`src/rtl/compare_pipe_nb_pkg.sv`:
```
// Shared definitions for the pipelined comparator: op encodings (funct3 style),
// the op type and the final result decode used by the last pipeline stage.
package compare_pipe_nb_pkg;

    localparam int CMP_OP_W = 3;
    typedef logic [CMP_OP_W-1:0] cmp_op_t;

    localparam cmp_op_t CMP_EQ  = 3'b000;
    localparam cmp_op_t CMP_NE  = 3'b001;
    localparam cmp_op_t CMP_LT  = 3'b100;
    localparam cmp_op_t CMP_GE  = 3'b101;
    localparam cmp_op_t CMP_LTU = 3'b110;
    localparam cmp_op_t CMP_GEU = 3'b111;

    typedef struct packed {
        logic ill;
        logic res;
    } cmp_res_t;

    // LT/GE are the signed pair; flipping both MSBs turns them into unsigned compares.
    function automatic logic is_signed_op(cmp_op_t op);
        return (op[2:1] == 2'b10);
    endfunction

    // Map the resolved (lt, eq) pair onto the requested op; unknown ops give 0 + illegal.
    function automatic cmp_res_t cmp_decode(cmp_op_t op, logic lt, logic eq);
        cmp_res_t r;
        r.ill = 1'b0;
        r.res = 1'b0;
        case (op)
            CMP_EQ:           r.res = eq;
            CMP_NE:           r.res = ~eq;
            CMP_LT, CMP_LTU:  r.res = lt;
            CMP_GE, CMP_GEU:  r.res = ~lt;
            default:          r.ill = 1'b1;
        endcase
        return r;
    endfunction

endpackage

```
`src/rtl/compare_pipe_nb_if.sv`:
```
// Handshake bundle for the comparator: request side (op, operands, tag) and
// result side (result, illegal flag, tag), each with valid/ready, plus flush.
interface compare_pipe_nb_if #(
    parameter int N     = 32,
    parameter int TAG_W = 5
);
    import compare_pipe_nb_pkg::*;

    logic             flush_i;
    logic             in_valid_i;
    logic             in_ready_o;
    cmp_op_t          op_i;
    logic [N-1:0]     a_i;
    logic [N-1:0]     b_i;
    logic [TAG_W-1:0] tag_i;
    logic             out_valid_o;
    logic             out_ready_i;
    logic [N-1:0]     result_o;
    logic             illegal_o;
    logic [TAG_W-1:0] tag_o;

    modport master (
        output flush_i, in_valid_i, op_i, a_i, b_i, tag_i, out_ready_i,
        input  in_ready_o, out_valid_o, result_o, illegal_o, tag_o
    );

    modport slave (
        input  flush_i, in_valid_i, op_i, a_i, b_i, tag_i, out_ready_i,
        output in_ready_o, out_valid_o, result_o, illegal_o, tag_o
    );

endinterface

```
`src/rtl/compare_pipe_nb_slice.sv`:
```
// Combinational unsigned compare of one W-bit slice, rippling from MSB to LSB.
module compare_pipe_nb_slice #(
    parameter int W = 8
) (
    input  logic [W-1:0] a_i,
    input  logic [W-1:0] b_i,
    output logic         lt_o,
    output logic         eq_o
);

    // Walk from the MSB: the first differing bit decides less-than.
    always_comb begin
        logic lt_v;
        logic eq_v;
        lt_v = 1'b0;
        eq_v = 1'b1;
        for (int i = W - 1; i >= 0; i--) begin
            lt_v = lt_v | (eq_v & ~a_i[i] & b_i[i]);
            eq_v = eq_v & ~(a_i[i] ^ b_i[i]);
        end
        lt_o = lt_v;
        eq_o = eq_v;
    end

endmodule

```
`src/rtl/compare_pipe_nb.sv`:
```
// Pipelined N-bit comparator: operands are resolved one W-bit slice per stage,
// MSB slice first, behind a ripple-stall valid/ready pipeline with flush.
module compare_pipe_nb
    import compare_pipe_nb_pkg::*;
#(
    parameter int N      = 32,
    parameter int STAGES = 4,
    parameter int TAG_W  = 5
) (
    input logic              clk_i,
    input logic              rstn_i,
    compare_pipe_nb_if.slave bus
);

    localparam int W = N / STAGES;

    if ((N % STAGES) != 0) begin : g_bad_split
        $error("compare_pipe_nb: N must be a multiple of STAGES");
    end

    logic [STAGES-1:0] vld;
    logic [STAGES-1:0] adv;
    logic              in_rdy;
    logic              accept;

    // Stall chain: a stage moves when the next one is empty or moving; last on out_ready.
    always_comb begin
        logic [STAGES:0] free;
        free         = '0;
        adv          = '0;
        free[STAGES] = bus.out_ready_i;
        for (int s = STAGES - 1; s >= 0; s--) begin
            adv[s]  = vld[s] & free[s+1];
            free[s] = ~vld[s] | adv[s];
        end
        in_rdy = free[0] & ~bus.flush_i;
    end

    assign bus.in_ready_o = in_rdy;
    assign accept         = bus.in_valid_i & in_rdy;

    for (genvar k = 0; k < STAGES; k++) begin : g_stage
        // Bits of each operand still unresolved on entry to this stage.
        localparam int RW = N - k * W;

        logic [RW-1:0]    a_src;
        logic [RW-1:0]    b_src;
        cmp_op_t          op_src;
        logic [TAG_W-1:0] tag_src;
        logic             lt_src;
        logic             eq_src;
        logic             load;
        logic             lt_sl;
        logic             eq_sl;
        logic             lt_nx;
        logic             eq_nx;
        logic             vld_d;
        logic             vld_q;
        logic [TAG_W-1:0] tag_q;

        if (k == 0) begin : g_src_in
            // Signed ops: flip both MSBs so the unsigned ripple gives the signed order.
            always_comb begin
                a_src = bus.a_i;
                b_src = bus.b_i;
                if (is_signed_op(bus.op_i)) begin
                    a_src[RW-1] = ~bus.a_i[N-1];
                    b_src[RW-1] = ~bus.b_i[N-1];
                end
            end
            assign op_src  = bus.op_i;
            assign tag_src = bus.tag_i;
            assign lt_src  = 1'b0;
            assign eq_src  = 1'b1;
            assign load    = accept;
        end else begin : g_src_prev
            assign a_src   = g_stage[k-1].g_mid.a_q;
            assign b_src   = g_stage[k-1].g_mid.b_q;
            assign op_src  = g_stage[k-1].g_mid.op_q;
            assign tag_src = g_stage[k-1].tag_q;
            assign lt_src  = g_stage[k-1].g_mid.lt_q;
            assign eq_src  = g_stage[k-1].g_mid.eq_q;
            assign load    = adv[k-1];
        end

        compare_pipe_nb_slice #(.W(W)) u_slice (
            .a_i  (a_src[RW-1 -: W]),
            .b_i  (b_src[RW-1 -: W]),
            .lt_o (lt_sl),
            .eq_o (eq_sl)
        );

        assign lt_nx = lt_src | (eq_src & lt_sl);
        assign eq_nx = eq_src & eq_sl;

        // Valid next-state: flush wins, then a new op, then draining to the next stage.
        always_comb begin
            vld_d = vld_q;
            if (bus.flush_i) begin
                vld_d = 1'b0;
            end else if (load) begin
                vld_d = 1'b1;
            end else if (adv[k]) begin
                vld_d = 1'b0;
            end
        end

        // Valid bit and tag register of this stage; tag only changes on a new op.
        always_ff @(posedge clk_i or negedge rstn_i) begin
            if (!rstn_i) begin
                vld_q <= 1'b0;
                tag_q <= '0;
            end else begin
                vld_q <= vld_d;
                if (load) begin
                    tag_q <= tag_src;
                end
            end
        end

        assign vld[k] = vld_q;

        if (k < STAGES - 1) begin : g_mid
            cmp_op_t          op_q;
            logic             lt_q;
            logic             eq_q;
            logic [RW-W-1:0]  a_q;
            logic [RW-W-1:0]  b_q;

            // Partial result plus the lower slices still to be compared downstream.
            always_ff @(posedge clk_i or negedge rstn_i) begin
                if (!rstn_i) begin
                    op_q <= '0;
                    lt_q <= 1'b0;
                    eq_q <= 1'b0;
                    a_q  <= '0;
                    b_q  <= '0;
                end else if (load) begin
                    op_q <= op_src;
                    lt_q <= lt_nx;
                    eq_q <= eq_nx;
                    a_q  <= a_src[RW-W-1:0];
                    b_q  <= b_src[RW-W-1:0];
                end
            end
        end else begin : g_last
            cmp_res_t dec;
            logic     res_q;
            logic     ill_q;

            assign dec = cmp_decode(op_src, lt_nx, eq_nx);

            // Final decoded result, held while the consumer stalls.
            always_ff @(posedge clk_i or negedge rstn_i) begin
                if (!rstn_i) begin
                    res_q <= 1'b0;
                    ill_q <= 1'b0;
                end else if (load) begin
                    res_q <= dec.res;
                    ill_q <= dec.ill;
                end
            end

            assign bus.out_valid_o = vld_q;
            assign bus.result_o    = {{(N-1){1'b0}}, res_q};
            assign bus.illegal_o   = ill_q;
            assign bus.tag_o       = tag_q;
        end
    end

endmodule
```
`src/flat_wrapper.sv`:
```
// flat-port wrapper written by rule: the top's interface ports become plain ports
module compare_pipe_nb_flat import compare_pipe_nb_pkg::*;
#(
    parameter int N      = 32,
    parameter int STAGES = 4,
    parameter int TAG_W  = 5
)
  (clk_i, rstn_i, bus_flush_i, bus_in_valid_i, bus_op_i, bus_a_i, bus_b_i, bus_tag_i, bus_out_ready_i, bus_in_ready_o, bus_out_valid_o, bus_result_o, bus_illegal_o, bus_tag_o);
  compare_pipe_nb_if #(.N(N), .TAG_W(TAG_W)) bus_i ();
  input logic clk_i;
  input logic rstn_i;
  input wire logic [$bits(bus_i.flush_i)-1:0] bus_flush_i;
  input wire logic [$bits(bus_i.in_valid_i)-1:0] bus_in_valid_i;
  input wire logic [$bits(bus_i.op_i)-1:0] bus_op_i;
  input wire logic [$bits(bus_i.a_i)-1:0] bus_a_i;
  input wire logic [$bits(bus_i.b_i)-1:0] bus_b_i;
  input wire logic [$bits(bus_i.tag_i)-1:0] bus_tag_i;
  input wire logic [$bits(bus_i.out_ready_i)-1:0] bus_out_ready_i;
  output wire logic [$bits(bus_i.in_ready_o)-1:0] bus_in_ready_o;
  output wire logic [$bits(bus_i.out_valid_o)-1:0] bus_out_valid_o;
  output wire logic [$bits(bus_i.result_o)-1:0] bus_result_o;
  output wire logic [$bits(bus_i.illegal_o)-1:0] bus_illegal_o;
  output wire logic [$bits(bus_i.tag_o)-1:0] bus_tag_o;
  assign bus_i.flush_i = bus_flush_i;
  assign bus_i.in_valid_i = bus_in_valid_i;
  assign bus_i.op_i = bus_op_i;
  assign bus_i.a_i = bus_a_i;
  assign bus_i.b_i = bus_b_i;
  assign bus_i.tag_i = bus_tag_i;
  assign bus_i.out_ready_i = bus_out_ready_i;
  assign bus_in_ready_o = bus_i.in_ready_o;
  assign bus_out_valid_o = bus_i.out_valid_o;
  assign bus_result_o = bus_i.result_o;
  assign bus_illegal_o = bus_i.illegal_o;
  assign bus_tag_o = bus_i.tag_o;
  compare_pipe_nb #(.N(N), .STAGES(STAGES), .TAG_W(TAG_W)) u_core (.clk_i(clk_i), .rstn_i(rstn_i), .bus(bus_i));
endmodule
```
`config.mk`:
```
export PLATFORM = sky130hd
export DESIGN_NAME = compare_pipe_nb_flat
export DESIGN_NICKNAME = d
export VERILOG_FILES = /design/src/rtl/compare_pipe_nb_pkg.sv /design/src/rtl/compare_pipe_nb_if.sv /design/src/rtl/compare_pipe_nb_slice.sv /design/src/rtl/compare_pipe_nb.sv /design/src/flat_wrapper.sv
export SDC_FILE = /design/constraint.sdc
export NUM_CORES = 1
export LEC_CHECK = 0
export ABC_CLOCK_PERIOD_IN_PS = 2000
export BUFFER_PORTS_ARGS = -buffer_cell sky130_fd_sc_hd__buf_2
export CORE_ASPECT_RATIO = 1.1
export CORE_UTILIZATION = 43
export CTS_CLUSTER_SIZE = 8
export DETAILED_ROUTE_END_ITERATION = 7
export HOLD_SLACK_MARGIN = 0.05
export PLACE_DENSITY_LB_ADDON = 0.12
export SLEW_MARGIN = 10
export SYNTH_ARGS = -nofsm -noshare
export SYNTH_HDL_FRONTEND = slang
export SYNTH_SLANG_ARGS = --single-unit
```
`constraint.sdc`:
```
create_clock -name clk_i -period 2 [get_ports clk_i]
set_input_delay 0.2 -clock clk_i [delete_from_list [all_inputs] [get_ports clk_i]]
set_output_delay 0.2 -clock clk_i [all_outputs]
set_load 0.03 [all_outputs]
```
# Yosys cells after proc, flatten, opt, wreduce, memory -nomap -nowiden

Cells that the tools add are included.

Flip-flop bits (word level): 137
Bits of input ports: 77
Output and inout bits: 40
Logic and storage cells: 295

Equal/unequal tests: 6
Multiplexer cells: 16
Bitwise logic cells: 240
Reductions and logical operators: 8

Operator list:

| kind               | count |
|---|---|
| $and 1x1->1        | 100 |
| $not 1->1          | 73 |
| $or 1x1->1         | 35 |
| $xor 1x1->1        | 32 |
| $mux 1             | 15 |
| $eq 3x3->1 const B | 4 |
| $reduce_bool 3->1  | 4 |
| $reduce_or 6->1    | 1 |
| $pmux 1 s4         | 1 |
| $reduce_or 2->1    | 2 |
| $eq 3x1->1 const B | 1 |
| $logic_not 3->1    | 1 |
| $eq 2x2->1 const B | 1 |

# Longest topological paths before layout

Word-level depth: 15
Mapped depth: 7
Gate-level depth less buffers: 7

# Modules after synthesis

Synthesis repeated with hierarchy kept, for this count alone.

Cell total of the unflattened synthesis: 458
Area, all modules: 6,319.8 um^2

Modules (own cells, without submodules):

| module                | times used | cells each | area an instance (um^2) |
|---|---|---|---|
| compare_pipe_nb       | 1          | 354        | 5,524.0 |
| compare_pipe_nb_slice | 4          | 26         | 198.9 |

# Least setup slack after synthesis

No wires, ideal clock.

Kind: register to register
Start: reg u_core.g_stage[3].vld_q (netlist: u_core.bus.out_valid_o)
End: reg u_core.g_stage[0].g_mid.lt_q
Library setup time: 0.133 ns
Arrival: 2.227 ns
Required time: 1.867 ns
Slack: -0.360 ns
Cell stages (with the launch flop): 7
Path buffers: 0
Period minus slack after synthesis: 2.360 ns
Path through: dfrtp_1 > and4b_1 > a21oi_1 > nand2_1 > or3b_2 > o21ai_0 > nor2_1

Cells in the longest elaborated chain, start to end: 10

RTL lines:

| what                                     | line                                         | text |
|---|---|---|
| start: declaration                       | compare_pipe_nb.sv:58                        | `logic vld_q;` |
| start signal: assignment                 | compare_pipe_nb.sv:114                       | `vld_q <= vld_d;` |
| $and 1x1->1 or $not 1->1 (tied branches) | compare_pipe_nb.sv:33, compare_pipe_nb.sv:34 |  |
| $or 1x1->1 *                             | compare_pipe_nb.sv:34                        | `free[s] = ~vld[s] \| adv[s];` |
| $and 1x1->1 *                            | compare_pipe_nb.sv:33                        | `adv[s] = vld[s] & free[s+1];` |
| $or 1x1->1 *                             | compare_pipe_nb.sv:34                        |  |
| $and 1x1->1 *                            | compare_pipe_nb.sv:33                        |  |
| $or 1x1->1 *                             | compare_pipe_nb.sv:34                        |  |
| $and 1x1->1 *                            | compare_pipe_nb.sv:33                        |  |
| $or 1x1->1 *                             | compare_pipe_nb.sv:34                        |  |
| $and 1x1->1 *                            | compare_pipe_nb.sv:36                        | `in_rdy = free[0] & ~bus.flush_i;` |
| net bus_in_ready_o                       | flat_wrapper.sv:19                           | `output wire logic [$bits(bus_i.in_ready_o)-1:0] bus_in_ready_o;` |
| $and 1x1->1 *                            | compare_pipe_nb.sv:40                        | `assign accept = bus.in_valid_i & in_rdy;` |
| end signal: assignment                   | compare_pipe_nb.sv:140                       | `lt_q <= lt_nx;` |
| end: declaration                         | compare_pipe_nb.sv:125                       | `logic lt_q;` |

The timed path passes the listed nets; every way through them passes the cells marked *.
A chain may end at the register's enable or synchronous reset.

# Worst setup path in the final report

Start: reg u_core.g_stage[0].g_mid.b_q[16]
End: reg u_core.g_stage[1].g_mid.lt_q

Cells in the longest elaborated chain, start to end: 4

RTL lines:

| what                     | line                        | text |
|---|---|---|
| start: declaration       | compare_pipe_nb.sv:128      | `logic [RW-W-1:0] b_q;` |
| start signal: assignment | compare_pipe_nb.sv:143      | `b_q <= b_src[RW-W-1:0];` |
| $and 1x1->1              | compare_pipe_nb_slice.sv:18 | `lt_v = lt_v \| (eq_v & ~a_i[i] & b_i[i]);` |
| $or 1x1->1               | compare_pipe_nb_slice.sv:18 |  |
| $and 1x1->1              | compare_pipe_nb.sv:93       | `assign lt_nx = lt_src \| (eq_src & lt_sl);` |
| $or 1x1->1               | compare_pipe_nb.sv:93       |  |
| end signal: assignment   | compare_pipe_nb.sv:140      |  |
| end: declaration         | compare_pipe_nb.sv:125      |  |

No other way between the ends.

==> impl_metrics.json <==
{
  "status": "finished, violations left",
  "violations": "setup timing",
  "worstPathArrival_ns": 2.43,
  "fp-row-count": 45,
  "syn-cell-area_um2": 6140,
  "ys_warn_count": 0,
  "synth_cell_types": 41,
  "fp.dieW_um": 116,
  "clk_pin_slew_worst_paths_ns": 0.06,
  "p_leak_uw": 0.00392,
  "numPortBuffers": 85,
  "fin_setup_tns_ns": -0.127,
  "diodes": 0,
  "clock_path_buffers": 2,
  "multi_input_area_um2": 2460,
  "yosysSeqAreaShare": 0.558,
  "fin_skew_ns": 0.0159,
  "fin_nets": 809,
  "drv_slew": 0,
  "io_pins": 117,
  "wl_per_cell_um": 12.9,
  "syn_avg_cell_area_um2": 10.7,
  "ir_worst_vdd_mv": 0.551,
  "drtAntennaViolNets": 0,
  "clockRootBuffer": "clkbuf_16",
  "insertion_delay_ns": 0.43,
  "fp.coreArea_um2": 13900,
  "grt_pass1_wl_um": 20200,
  "crit_type": "reg -> reg",
  "syn_to_final_growth_pct": 29.6,
  "viasPerCell": 4.65,
  "chipHeight_um": 127,
  "grtUsageTotal": 0.181,
  "ys_ff_latch": 137,
  "cts_sinks": 137,
  "required_ns": 2.30,
  "synth_edf_count": 0,
  "period_needed_ns": 2.13,
  "post-cts-setup-buffers": 0,
  "crit_path_end_kind": "flip-flop",
  "combPwrFrac": 0.189,
  "fillCellCount": 1237,
  "p_int_uw": 6010,
  "switching_share": 0.278,
  "place_congestion": 0.784,
  "worstPathMaxFanout": 2,
  "antenna_found_initial": 0,
  "die_area_um2": 14800,
  "layout-drive-gt1-share": 0.282,
  "grt_max_degree": 63,
  "dr_total_vias": 4328,
  "max_freq_mhz": 470,
  "power_density_nw_per_um2": 1050,
  "initial_core_util": 0.443,
  "async_reset_ff_frac": 1.00,
  "worst_slack_ns": -0.127,
  "final_common_cell": "nand2_1",
  "layout_common_cells": "nand2_1 (168), dfrtp_1 (137), buf_2 (84), mux2_2 (69), dlygate4sd3_1 (59)",
  "numCtsBuffers": 17,
  "synth_cells": 574,
  "final_core_util": 0.574,
  "tritoncts": "yes",
  "dr.pass1.iters": 4,
  "gr-total-overflow": 0,
  "hp-class": "in -> reg",
  "synth_top_flop_cell": "dfrtp_1",
  "drt_iter0_markers": 148,
  "startpoint_type": "flip-flop",
  "routed_wl_um": 12000,
  "h-tree-depth": 4,
  "worstMarginPinSlew_ns": 0.535,
  "setup_viol": 1,
  "seqPwrFrac": 0.443,
  "p_sw_uw": 2320,
  "rsz0062_at_grt": "true",
  "maxCapViolCount": 0,
  "drc": 0,
  "fin_crit_sh": 1.06,
  "slew_headroom": 0.643,
  "hold_violations": 0,
  "dp_hpwl_um": 8000,
  "regArea_um2": 3430,
  "grt_pass1_vias": 4278,
  "p_clk_frac": 0.368
}
[metrics by stage]
stage	instance area [um^2]	instances	hold WS (ns)	total power, uW	worst slack, ns
floorplan	6260	604	-0.0956	4810	-0.0964
global placement	6780	839	0.172	5180	-0.0994
detailed placement	6780	839	0.177	5250	-0.137
CTS	7960	930	0.112	8440	-0.141
global route	7960	930	0.164	8800	-0.175
finish	7960	930	0.134	8330	-0.127
[Yosys cell counts (all sizes together), types with 3 or more instances]
| cell type | instances | area [um^2] |
|---|---|---|
| a21oi | 6 | 30.0 |
| a31oi | 3 | 18.8 |
| buf | 32 | 240 |
| clkbuf | 20 | 75.1 |
| dfrtp | 137 | 3430 |
| ha | 3 | 37.5 |
| inv | 18 | 67.6 |
| maj3 | 10 | 105 |
| mux2 | 69 | 777 |
| nand2 | 169 | 634 |
| nand2b | 13 | 81.3 |
| nand3 | 8 | 40.0 |
| nor2 | 10 | 37.5 |
| nor2b | 8 | 50.1 |
| o21ai | 12 | 60.1 |
| xnor2 | 16 | 140 |
| xor2 | 8 | 70.1 |
[power groups by stage]
stage / logic (uW) / registers [uW] / clock network [uW]
after floorplan: 1080 / 3730 / 0
after global placement: 1470 / 3710 / 0
after detailed placement: 1510 / 3740 / 0
after CTS: 1600 / 3690 / 3140
after global routing: 1770 / 3770 / 3270
final: 1580 / 3690 / 3070
[final cells by class]
cell class                      count  share of cell area
Clock buffer                       18              0.0552
Clock inverter                     14              0.0189
Inverter                           18             0.00849
Sequential cell                   137               0.431
Timing Repair Buffer              158               0.148
Tap cell                          188              0.0296
Multi-Input combinational cell    397               0.309
[registers in the layout, indices dropped and copies added, names as in the netlist]
register                     count
u_core.bus.illegal_o             1
u_core.bus.out_valid_o           1
u_core.bus.tag_o                 5
u_core.g_stage.g_last.res_q      1
u_core.g_stage.g_mid.a_q        48
u_core.g_stage.g_mid.b_q        48
u_core.g_stage.g_mid.eq_q        3
u_core.g_stage.g_mid.lt_q        3
u_core.g_stage.g_mid.op_q        9
u_core.g_stage.tag_q            15
u_core.g_stage.vld_q             3
[worst max-delay path: stages (launching register included)]
cell	delay (ns)
dfrtp_1	0.37
nor2b_1	0.13
maj3_2	0.29
maj3_2	0.31
maj3_2	0.31
maj3_2	0.31
a221o_1	0.29
[repair_timing]
item | CTS | global route
resized for setup | 0 | 0
setup endpoints to repair | 1 | 1
hold buffers | 59 | 0
pin swaps | 4 | 2
endpoints found under the hold margin | 106 | 0
[layer usage]
metal	GRT usage	part of all wire	up-vias
met3	0.0470	0.028	17
li1	-	-	2142
met5	0	0	-
met4	0.0792	0.018	0
met2	0.301	0.51	74
met1	0.221	0.45	2095
[path summary, 6_finish.rpt]
check	end	depth (start not counted)	startpoint	slack, ns
max	u_core.g_stage[1].g_mid.lt_q	6	u_core.g_stage[0].g_mid.b_q[16]	-0.13
min	u_core.bus.out_valid_o	4	bus_out_ready_i	0.13
max reg2reg	u_core.g_stage[1].g_mid.lt_q	6	u_core.g_stage[0].g_mid.b_q[16]	-0.13
min reg2reg	u_core.g_stage[0].g_mid.b_q[4]	2	u_core.g_stage[0].g_mid.b_q[4]	0.47
max in group asynchronous	u_core.g_stage[0].g_mid.a_q[0]	3	rstn_i	0.98
min in group asynchronous	u_core.g_stage[0].g_mid.a_q[6]	2	rstn_i	0.29
[cells by family (layout without fill, tap and decap cells)]
logic type | Yosys count | after routing | share of synthesized area
xor+xnor | 24 | 24 | 0.0342
mux | 70 | 70 | 0.128
other cells | 1 | 31 | 0.000611
fa+ha+maj | 13 | 13 | 0.0232
buf+inv | 70 | 208 | 0.0624
simple gates | 221 | 221 | 0.152
flops | 137 | 137 | 0.559
compound gates | 38 | 38 | 0.0406
(Power assumes the default switching activity.)
